### config.mk
export PLATFORM = sky130hd
export DESIGN_NAME = uart_periph
export DESIGN_NICKNAME = d
export VERILOG_FILES = /design/src/rtl/uart_pkg.sv /design/src/rtl/uart_periph_rx.sv /design/src/rtl/uart_periph.sv
export SDC_FILE = /design/constraint.sdc
export NUM_CORES = 1
export LEC_CHECK = 0
export CAP_MARGIN = 10
export CORE_ASPECT_RATIO = 0.75
export CORE_MARGIN = 1.5
export CORE_UTILIZATION = 61
export DETAILED_ROUTE_END_ITERATION = 16
export PLACE_DENSITY = 0.9
export SLEW_MARGIN = 40
export SYNTH_ARGS = -nofsm -noshare
export SYNTH_HDL_FRONTEND = slang
export SYNTH_SLANG_ARGS = --single-unit
### constraint.sdc
create_clock -name clk -period 3.8 [get_ports clk]
set_input_delay 0.76 -clock clk [delete_from_list [all_inputs] [get_ports clk]]
set_output_delay 0.76 -clock clk [all_outputs]
set_load 0.05 [all_outputs]
### src/rtl/uart_pkg.sv
// Shared definitions for the memory-mapped 8N1 UART: register offsets,
// STATUS/CTRL bit positions, FSM state encodings and the divider floor helper.
package uart_pkg;

  localparam logic [1:0] REG_DATA   = 2'd0;
  localparam logic [1:0] REG_STATUS = 2'd1;
  localparam logic [1:0] REG_BAUD   = 2'd2;
  localparam logic [1:0] REG_CTRL   = 2'd3;

  localparam int ST_TX_BUSY    = 0;
  localparam int ST_RX_VALID   = 1;
  localparam int ST_RX_OVERRUN = 2;
  localparam int ST_FRAME_ERR  = 3;

  localparam int CTRL_RX_IE = 0;
  localparam int CTRL_TX_IE = 1;

  typedef enum logic [1:0] {
    TX_IDLE,
    TX_START,
    TX_DATA,
    TX_STOP
  } tx_state_t;

  typedef enum logic [2:0] {
    RX_IDLE,
    RX_START,
    RX_DATA,
    RX_STOP,
    RX_WAIT
  } rx_state_t;

  function automatic logic [15:0] clamp_div(input logic [15:0] value,
                                            input logic [15:0] floor_value);
    return (value < floor_value) ? floor_value : value;
  endfunction

endpackage

### src/rtl/uart_periph_rx.sv
// Receive path: 2-flop synchronizer, start-bit qualification, mid-bit sampling
// of 8 data bits and the stop bit. Emits one-cycle delivery / frame-error strobes.
module uart_rx_core
  import uart_pkg::*;
(
  input  logic        clk,
  input  logic        rst_n,
  input  logic        uart_rx_i,
  input  logic [15:0] div_i,
  output logic        byte_strobe_o,
  output logic [7:0]  byte_o,
  output logic        frame_err_strobe_o
);

  logic        sync1_q;
  logic        sync2_q;
  logic        prev_q;
  rx_state_t   state_q;
  logic [15:0] cnt_q;
  logic [2:0]  bit_idx_q;
  logic [7:0]  shift_q;

  logic tick;
  logic fall;

  assign tick = (cnt_q == 16'd0);
  assign fall = prev_q & ~sync2_q;

  always_ff @(posedge clk or negedge rst_n) begin
    if (!rst_n) begin
      sync1_q   <= 1'b1;
      sync2_q   <= 1'b1;
      prev_q    <= 1'b1;
      state_q   <= RX_IDLE;
      cnt_q     <= 16'd0;
      bit_idx_q <= 3'd0;
      shift_q   <= 8'd0;
    end else begin
      sync1_q <= uart_rx_i;
      sync2_q <= sync1_q;
      prev_q  <= sync2_q;
      if (!tick) begin
        cnt_q <= cnt_q - 16'd1;
      end
      case (state_q)
        RX_IDLE: begin
          // Half a bit period puts every later sample near the bit centre.
          if (fall) begin
            state_q <= RX_START;
            cnt_q   <= (div_i >> 1) - 16'd1;
          end
        end
        RX_START: begin
          if (tick) begin
            if (sync2_q) begin
              state_q <= RX_IDLE;
            end else begin
              state_q   <= RX_DATA;
              cnt_q     <= div_i - 16'd1;
              bit_idx_q <= 3'd0;
            end
          end
        end
        RX_DATA: begin
          if (tick) begin
            shift_q <= {sync2_q, shift_q[7:1]};
            cnt_q   <= div_i - 16'd1;
            if (bit_idx_q == 3'd7) begin
              state_q <= RX_STOP;
            end else begin
              bit_idx_q <= bit_idx_q + 3'd1;
            end
          end
        end
        RX_STOP: begin
          if (tick) begin
            state_q <= sync2_q ? RX_IDLE : RX_WAIT;
          end
        end
        RX_WAIT: begin
          // A broken frame may leave the line low; re-arm only once it idles.
          if (sync2_q) begin
            state_q <= RX_IDLE;
          end
        end
        default: state_q <= RX_IDLE;
      endcase
    end
  end

  assign byte_strobe_o      = (state_q == RX_STOP) & tick & sync2_q;
  assign frame_err_strobe_o = (state_q == RX_STOP) & tick & ~sync2_q;
  assign byte_o             = shift_q;

endmodule

### src/rtl/uart_periph.sv
// Memory-mapped 8N1 UART: DATA/STATUS/BAUDDIV/CTRL registers, transmit FSM,
// registered read port and level interrupt; receive path lives in uart_rx_core.
module uart_periph
  import uart_pkg::*;
#(
  parameter logic [15:0] DEFAULT_DIV = 16'd868,
  parameter logic [15:0] MIN_DIV     = 16'd4
) (
  input  logic        clk,
  input  logic        rst_n,
  input  logic        sel,
  input  logic        we,
  input  logic [3:0]  addr,
  input  logic [31:0] wdata,
  output logic [31:0] rdata,
  output logic        uart_tx,
  input  logic        uart_rx,
  output logic        irq
);

  logic [15:0] div_q, div_d;
  logic [1:0]  ctrl_q, ctrl_d;
  logic [7:0]  rx_byte_q, rx_byte_d;
  logic        rx_valid_q, rx_valid_d;
  logic        overrun_q, overrun_d;
  logic        ferr_q, ferr_d;
  logic [31:0] rdata_q, rdata_d;

  tx_state_t   tx_state_q;
  logic [15:0] tx_cnt_q;
  logic [2:0]  tx_idx_q;
  logic [7:0]  tx_shift_q;
  logic        tx_q;

  logic        rx_strobe;
  logic [7:0]  rx_byte;
  logic        rx_ferr_strobe;

  logic [1:0]  reg_sel;
  logic        wr_en;
  logic        rd_en;
  logic        data_rd;
  logic        tx_busy;
  logic        tx_start;
  logic        tx_tick;
  logic [31:0] status_word;
  logic        unused_bits;

  assign reg_sel     = addr[3:2];
  assign wr_en       = sel & we;
  assign rd_en       = sel & ~we;
  assign data_rd     = rd_en & (reg_sel == REG_DATA);
  assign tx_busy     = (tx_state_q != TX_IDLE);
  assign tx_start    = wr_en & (reg_sel == REG_DATA) & ~tx_busy;
  assign tx_tick     = (tx_cnt_q == 16'd0);
  assign status_word = {28'd0, ferr_q, overrun_q, rx_valid_q, tx_busy};
  assign unused_bits = ^{addr[1:0], wdata[31:16]};

  uart_rx_core u_rx (
    .clk                (clk),
    .rst_n              (rst_n),
    .uart_rx_i          (uart_rx),
    .div_i              (div_q),
    .byte_strobe_o      (rx_strobe),
    .byte_o             (rx_byte),
    .frame_err_strobe_o (rx_ferr_strobe)
  );

  always_comb begin
    div_d      = div_q;
    ctrl_d     = ctrl_q;
    rx_byte_d  = rx_byte_q;
    rx_valid_d = rx_valid_q;
    overrun_d  = overrun_q;
    ferr_d     = ferr_q;
    rdata_d    = rdata_q;

    if (wr_en) begin
      case (reg_sel)
        REG_BAUD: div_d  = clamp_div(wdata[15:0], MIN_DIV);
        REG_CTRL: ctrl_d = wdata[1:0];
        REG_STATUS: begin
          if (wdata[ST_RX_OVERRUN]) overrun_d = 1'b0;
          if (wdata[ST_FRAME_ERR])  ferr_d    = 1'b0;
        end
        default: ;
      endcase
    end

    if (data_rd) begin
      rx_valid_d = 1'b0;
    end
    // A read in the delivery cycle frees the holder, so the new byte is kept.
    if (rx_strobe) begin
      if (!rx_valid_q || data_rd) begin
        rx_byte_d  = rx_byte;
        rx_valid_d = 1'b1;
      end else begin
        overrun_d = 1'b1;
      end
    end
    if (rx_ferr_strobe) begin
      ferr_d = 1'b1;
    end

    if (rd_en) begin
      case (reg_sel)
        REG_DATA:   rdata_d = {24'd0, rx_byte_q};
        REG_STATUS: rdata_d = status_word;
        REG_BAUD:   rdata_d = {16'd0, div_q};
        REG_CTRL:   rdata_d = {30'd0, ctrl_q};
        default:    rdata_d = 32'd0;
      endcase
    end
  end

  always_ff @(posedge clk or negedge rst_n) begin
    if (!rst_n) begin
      div_q      <= DEFAULT_DIV;
      ctrl_q     <= 2'd0;
      rx_byte_q  <= 8'd0;
      rx_valid_q <= 1'b0;
      overrun_q  <= 1'b0;
      ferr_q     <= 1'b0;
      rdata_q    <= 32'd0;
    end else begin
      div_q      <= div_d;
      ctrl_q     <= ctrl_d;
      rx_byte_q  <= rx_byte_d;
      rx_valid_q <= rx_valid_d;
      overrun_q  <= overrun_d;
      ferr_q     <= ferr_d;
      rdata_q    <= rdata_d;
    end
  end

  // Every TX state lasts div_q clocks; the divider is re-read at each reload.
  always_ff @(posedge clk or negedge rst_n) begin
    if (!rst_n) begin
      tx_state_q <= TX_IDLE;
      tx_cnt_q   <= 16'd0;
      tx_idx_q   <= 3'd0;
      tx_shift_q <= 8'd0;
      tx_q       <= 1'b1;
    end else begin
      case (tx_state_q)
        TX_IDLE: begin
          if (tx_start) begin
            tx_state_q <= TX_START;
            tx_q       <= 1'b0;
            tx_cnt_q   <= div_q - 16'd1;
            tx_shift_q <= wdata[7:0];
          end
        end
        TX_START: begin
          if (tx_tick) begin
            tx_state_q <= TX_DATA;
            tx_q       <= tx_shift_q[0];
            tx_shift_q <= {1'b0, tx_shift_q[7:1]};
            tx_idx_q   <= 3'd0;
            tx_cnt_q   <= div_q - 16'd1;
          end else begin
            tx_cnt_q <= tx_cnt_q - 16'd1;
          end
        end
        TX_DATA: begin
          if (tx_tick) begin
            tx_cnt_q <= div_q - 16'd1;
            if (tx_idx_q == 3'd7) begin
              tx_state_q <= TX_STOP;
              tx_q       <= 1'b1;
            end else begin
              tx_idx_q   <= tx_idx_q + 3'd1;
              tx_q       <= tx_shift_q[0];
              tx_shift_q <= {1'b0, tx_shift_q[7:1]};
            end
          end else begin
            tx_cnt_q <= tx_cnt_q - 16'd1;
          end
        end
        TX_STOP: begin
          if (tx_tick) begin
            tx_state_q <= TX_IDLE;
            tx_q       <= 1'b1;
          end else begin
            tx_cnt_q <= tx_cnt_q - 16'd1;
          end
        end
        default: begin
          tx_state_q <= TX_IDLE;
          tx_q       <= 1'b1;
        end
      endcase
    end
  end

  assign rdata   = rdata_q;
  assign uart_tx = tx_q;
  assign irq     = (rx_valid_q & ctrl_q[CTRL_RX_IE]) | (~tx_busy & ctrl_q[CTRL_TX_IE]);

endmodule
Yosys cells after proc, flatten, opt, wreduce, memory -nomap -nowiden --
Cells that the tools add are included.
Word-level totals: register bits after elaboration 124, logic and storage cells 154, bits of input ports 41
Cells by class: bitwise logic cells 15, reductions and logical operators 27, equal/unequal tests 27, mux-type cells 59, order comparisons 1, add/sub/neg operators 6
Operators with widths (number):
- $mux 16 | 9
- $pmux 32 s4 | 1
- $pmux 16 s3 | 2
- $sub 16x1->16 const B | 3
- $mux 3 | 14
- $logic_not 16->1 | 2
- $mux 8 | 4
- $pmux 8 s3 | 1
- $ne 2x2->1 const B | 9
- $mux 1 | 17
- $lt 16x3->1 const B | 1
- $sub 15x1->16 const B | 1
- $pmux 3 s5 | 1
- $reduce_and 5->1 | 3
- $mux 2 | 6
- $ne 2x1->1 const B | 6
- $pmux 3 s2 | 2
- $reduce_bool 2->1 | 6
- $and 1x1->1 | 11
- $reduce_and 2->1 | 5
- $eq 3x3->1 const B | 3
- $eq 2x2->1 const B | 4
- $pmux 2 s4 | 1
- $reduce_and 4->1 | 2
- other kinds (15) | 21

Longest topological paths before layout --
word-level depth 6, gate-level depth with buffers 10, depth with buffers taken out 8

Cells and area by module --
A second synthesis with hierarchy kept.
Second synthesis, totals: cell total of the unflattened synthesis 660, area, all modules 6608.8 um2
Modules (own cells, without submodules):
- uart_periph | seq. area each 1884.3 um2, times used 1, cells an instance 391, area each 4187.8 um2
- uart_rx_core | seq. area each 829.5 um2, times used 1, cells an instance 269, area each 2421.1 um2

Worst setup path after synthesis --
No wires, ideal clock.
path kind reg-to-reg, start point reg tx_cnt_q[7], end point reg tx_shift_q[0], stages on the path, launching flop included 9, slack 1289 ps, clock period less this slack 2511 ps, arrival 2386 ps, data required time 3675 ps, cells stage by stage dfrtp_1 > or3_1 > buf_2 > or4_4 > nor3_4 > a21oi_2 > or3_1 > buf_6 > mux2_4
Between the ends: longest elaborated chain between the ends 3, elaborated cells between the ends (all ways) 4, classes of those cells eq/ne: 2; reduce/logical: 2
RTL lines:
- from (decl) | line uart_periph.sv:30 | logic [15:0] tx_cnt_q;
- from (signal assigned) | line uart_periph.sv:151 | tx_cnt_q <= div_q - 16'd1;
- from (signal assigned) | line uart_periph.sv:161 | tx_cnt_q <= div_q - 16'd1;
- from (signal assigned) | line uart_periph.sv:163 | tx_cnt_q <= tx_cnt_q - 16'd1;
- $logic_not 16->1 (*) | line uart_periph.sv:55 | assign tx_tick = (tx_cnt_q == 16'd0);
- $ne 2x2->1 (no source line)
- $reduce_and 5->1 (no source line) (*)
- to (signal assigned) | line uart_periph.sv:152 | tx_shift_q <= wdata[7:0];
- to (signal assigned) | line uart_periph.sv:159 | tx_shift_q <= {1'b0, tx_shift_q[7:1]};
- to (signal assigned) | line uart_periph.sv:175 | tx_shift_q <= {1'b0, tx_shift_q[7:1]};
- to (decl) | line uart_periph.sv:32 | logic [7:0] tx_shift_q;
Every way passes the cells marked *; elsewhere a longest branch is shown, timed or not. A chain may end at the register's enable or synchronous reset.

Final worst setup path --
start point reg tx_cnt_q[0], end point reg tx_cnt_q[15]
Between the ends: longest elaborated chain between the ends 3, elaborated cells between the ends (all ways) 7, classes of those cells add/sub: 1; eq/ne: 1; mux: 3; reduce/logical: 2
RTL lines:
- $sub 16x1->16 or $logic_not 16->1 (tied branches)
- $mux 16 (tied with other cells) | line uart_periph.sv:182 | if (tx_tick) begin
- $pmux 16 s3 or $reduce_and 2->1 (tied branches)
Several ways; a longest one is shown, not always the timed one. The select of a mux whose other input is x is not followed.

==> results.cfg <==
[status]
status = finished, final reports clean

[timing]
period_minus_slack_ps = 3201
tightestPinTransition_ps = 745.9
slew_violations = 0
fin_tns_setup_ps = 0
skew_ps = 7.353
slew_headroom_pct = 50.28
max_freq_mhz = 312.4
setup_viol = 0
post-route-period-util_pct = 84.23
hold_viol_final = 0
rsz0062_at_grt = no

[floorplan]
ios = 75
die_x_um = 118.1
dieArea_mm2 = 0.01055
die_height_um = 89.34
core_mm2 = 0.009658
row_count = 31
start_util_pct = 62.78

[logic_synthesis]
synth_most_common_cell = dfrtp_1
ys_seq_elements = 108
synth_ff_type = dfrtp_1
syn_avg_cell_area_um2 = 10.33
yosysSeqAreaShare_pct = 44.76
synth_edf_count = 0
yosysTopAreaCellShare_pct = 40.86
syn_area_mm2 = 0.006063
yosysWarningCount = 0
async_flop_share_pct = 100.0
synthTopCellsByCount = dfrtp_1, nand2_1, mux2_2
netlist_top_cells_area = dfrtp_1, mux2_2, a22o_1, dfstp_2, xor2_1
syn_inst = 587
ys_types = 60
yosys.area.top_type = dfrtp_1

[clocking]
tritoncts = done
cts-root-to-sink-buffers = 2
cts.htree.levels = 3
post_cts_resized = 0
clock-sinks = 108
cts_root_buffer = clkbuf_16
post_cts_buffers = 0
cts_made_buffers = 9
cts_hold_buf = 0
insertion_delay_ps = 360
clkSlewWorstSetupHoldPaths_ps = 80

[final_layout]
drive_above_1_share_pct = 15.17
final_area_mm2 = 0.006809
n_antenna_cell = 0
multi_input_area_mm2 = 0.003109
area_growth_pct = 12.30
nets = 663
seq_area_mm2 = 0.002714
nFillCells = 666
instances_no_fill = 745

[place]
post-dp-hpwl_mm = 10.63
placed_area_mm2 = 0.006482
portBuffers = 40
gp_congestion = 0.9832
dp_cells = 729

[routing]
drtIter0Drc = 450
totalWireLength_mm = 15.17
ant_nets = 0
vias = 4879
vias_per_cell = 6.549
drc = 0
wl_per_cell_um = 20.36
dr.pass1.iters = 5

[worst_setup_path]
crit_path_max_incr_delay_ps = 730
required_ps = 4050
cp_cell_sequence = inv_1 -> ha_1 -> or4b_2 -> nor3_1 -> a311o_1 -> nand2b_1 -> o22ai_1 -> a22o_1
start_kind = flop
cpMaxStageDelayCell = a311o_1
critical_path_class = reg2reg
worstPathArrival_ps = 3450
critPathMaxFanout = 22
end_kind = flop

[min_path]
hold_class = reg2reg

[global_routing]
antenna_found_initial = 0
grt_pass1_vias = 4694
use_met1_pct = 39.49
grt.busiest_layer = met2
grt_max_degree = 66
grt_usage_pct = 30.08
met3_usage_pct = 7.207
grt_remaining_overflow = 0
use_met2_pct = 50.00
grt_pass1_wl_mm = 24.29

[job]
maxCapViolations = 0

[power]
leakage_nw = 2.936
power.density_mw_per_mm2 = 714.0
irDropWorstVdd_uv = 536.7
layer usage:
layer | part of all wire [%] | routed length (um) | vias up
met5 | 0 | 0 | -
met4 | 2.1 | 317 | 0
met3 | 8.9 | 1352 | 34
met2 | 48 | 7222 | 274
met1 | 41 | 6272 | 2428
li1 | - | - | 2143
critical path, delay by kind of cell, from the launching register on:
| kind | cells | cell delay [ps] |
|---|---|---|
| buffers and inverters | 1 | 80 |
| adders and majority gates | 1 | 220 |
| DFF | 1 | 420 |
| AOI/OAI and AO/OA | 3 | 1110 |
| and+or+nand+nor | 3 | 1270 |
metrics by stage:
stage	total power [W]	setup WS, ps	util [%]	hold slack (ps)
floorplan	0.003342	1289	-	345.2
global placement	0.003677	814.7	67.08	347.8
detailed placement	0.003807	740.1	67.12	347.9
CTS	0.004823	701.9	70.40	358.5
global route	0.005139	416.7	70.50	362.7
finish	0.004862	599.4	70.50	357.5
final timing paths:
kind,startpoint,end,slack [ps],cells past startpoint
worst min register to register,u_rx.sync1_q,u_rx.sync2_q,360,0
worst min-delay path,u_rx.sync1_q,u_rx.sync2_q,360,0
max in group asynchronous,rst_n,uart_tx,2690,2
worst max register to register,tx_cnt_q[0],tx_cnt_q[15],600,8
worst max-delay path,tx_cnt_q[0],tx_cnt_q[15],600,8
min in group asynchronous,rst_n,u_rx.cnt_q[9],390,1
sequential cells by signal (all words and copies together) (netlist names), 2 cells and up:
signal          cells
ctrl_q              2
div_q              16
rdata              16
rx_byte_q           8
tx_cnt_q           16
tx_idx_q            3
tx_shift_q          8
tx_state_q          2
u_rx.bit_idx_q      3
u_rx.byte_o         8
u_rx.cnt_q         16
u_rx.state_q        3
logic make-up (layout without fill, tap and decap cells):
| kind of cell | Yosys count | count (layout) | share of synthesized area, % |
|---|---|---|---|
| AOI/OAI and AO/OA | 123 | 123 | 14.42 |
| xor gates and xnor gates | 42 | 42 | 6.067 |
| adders and majority gates | 14 | 14 | 2.889 |
| buffers and inverters | 63 | 74 | 5.118 |
| DFF | 108 | 108 | 44.76 |
| muxes | 58 | 58 | 11.49 |
| other | 1 | 16 | 0.06185 |
| and+or+nand+nor | 178 | 178 | 15.19 |
power breakdown:
part	internal, W	total [W]	switching (W)
clock	0.000530	0.00100	0.000470
combinational	0.000920	0.00207	0.00115
sequential	0.00145	0.00179	0.000339
total	0.00290	0.00486	0.00196
cell usage in the layout (no fill, tap or decap), drive strengths merged, types with 6 or more instances in the layout:
cell,instances
o22ai,8
mux2,49
a22o,29
inv,16
nor2b,7
xor2,22
nor4,10
conb,16
a21oi,14
nand4,6
xnor2,20
dfrtp,99
buf,7
o21ai,32
nand3,9
clkdlybuf4s50,39
or3,7
mux2i,7
o221ai,13
dfstp,9
nand2b,13
nand2,44
clkbuf,9
nor2,36
ha,14
nor3,25
layout make-up:
type | instances | area share [%]
multi-input combinational | 431 | 45.66
tap | 132 | 2.426
timing repair buffer | 46 | 6.744
inverter | 12 | 0.6615
sequential | 108 | 39.86
clock inverter | 7 | 1.341
clock buffer | 9 | 3.308
Power figures use the tool's default switching activity.
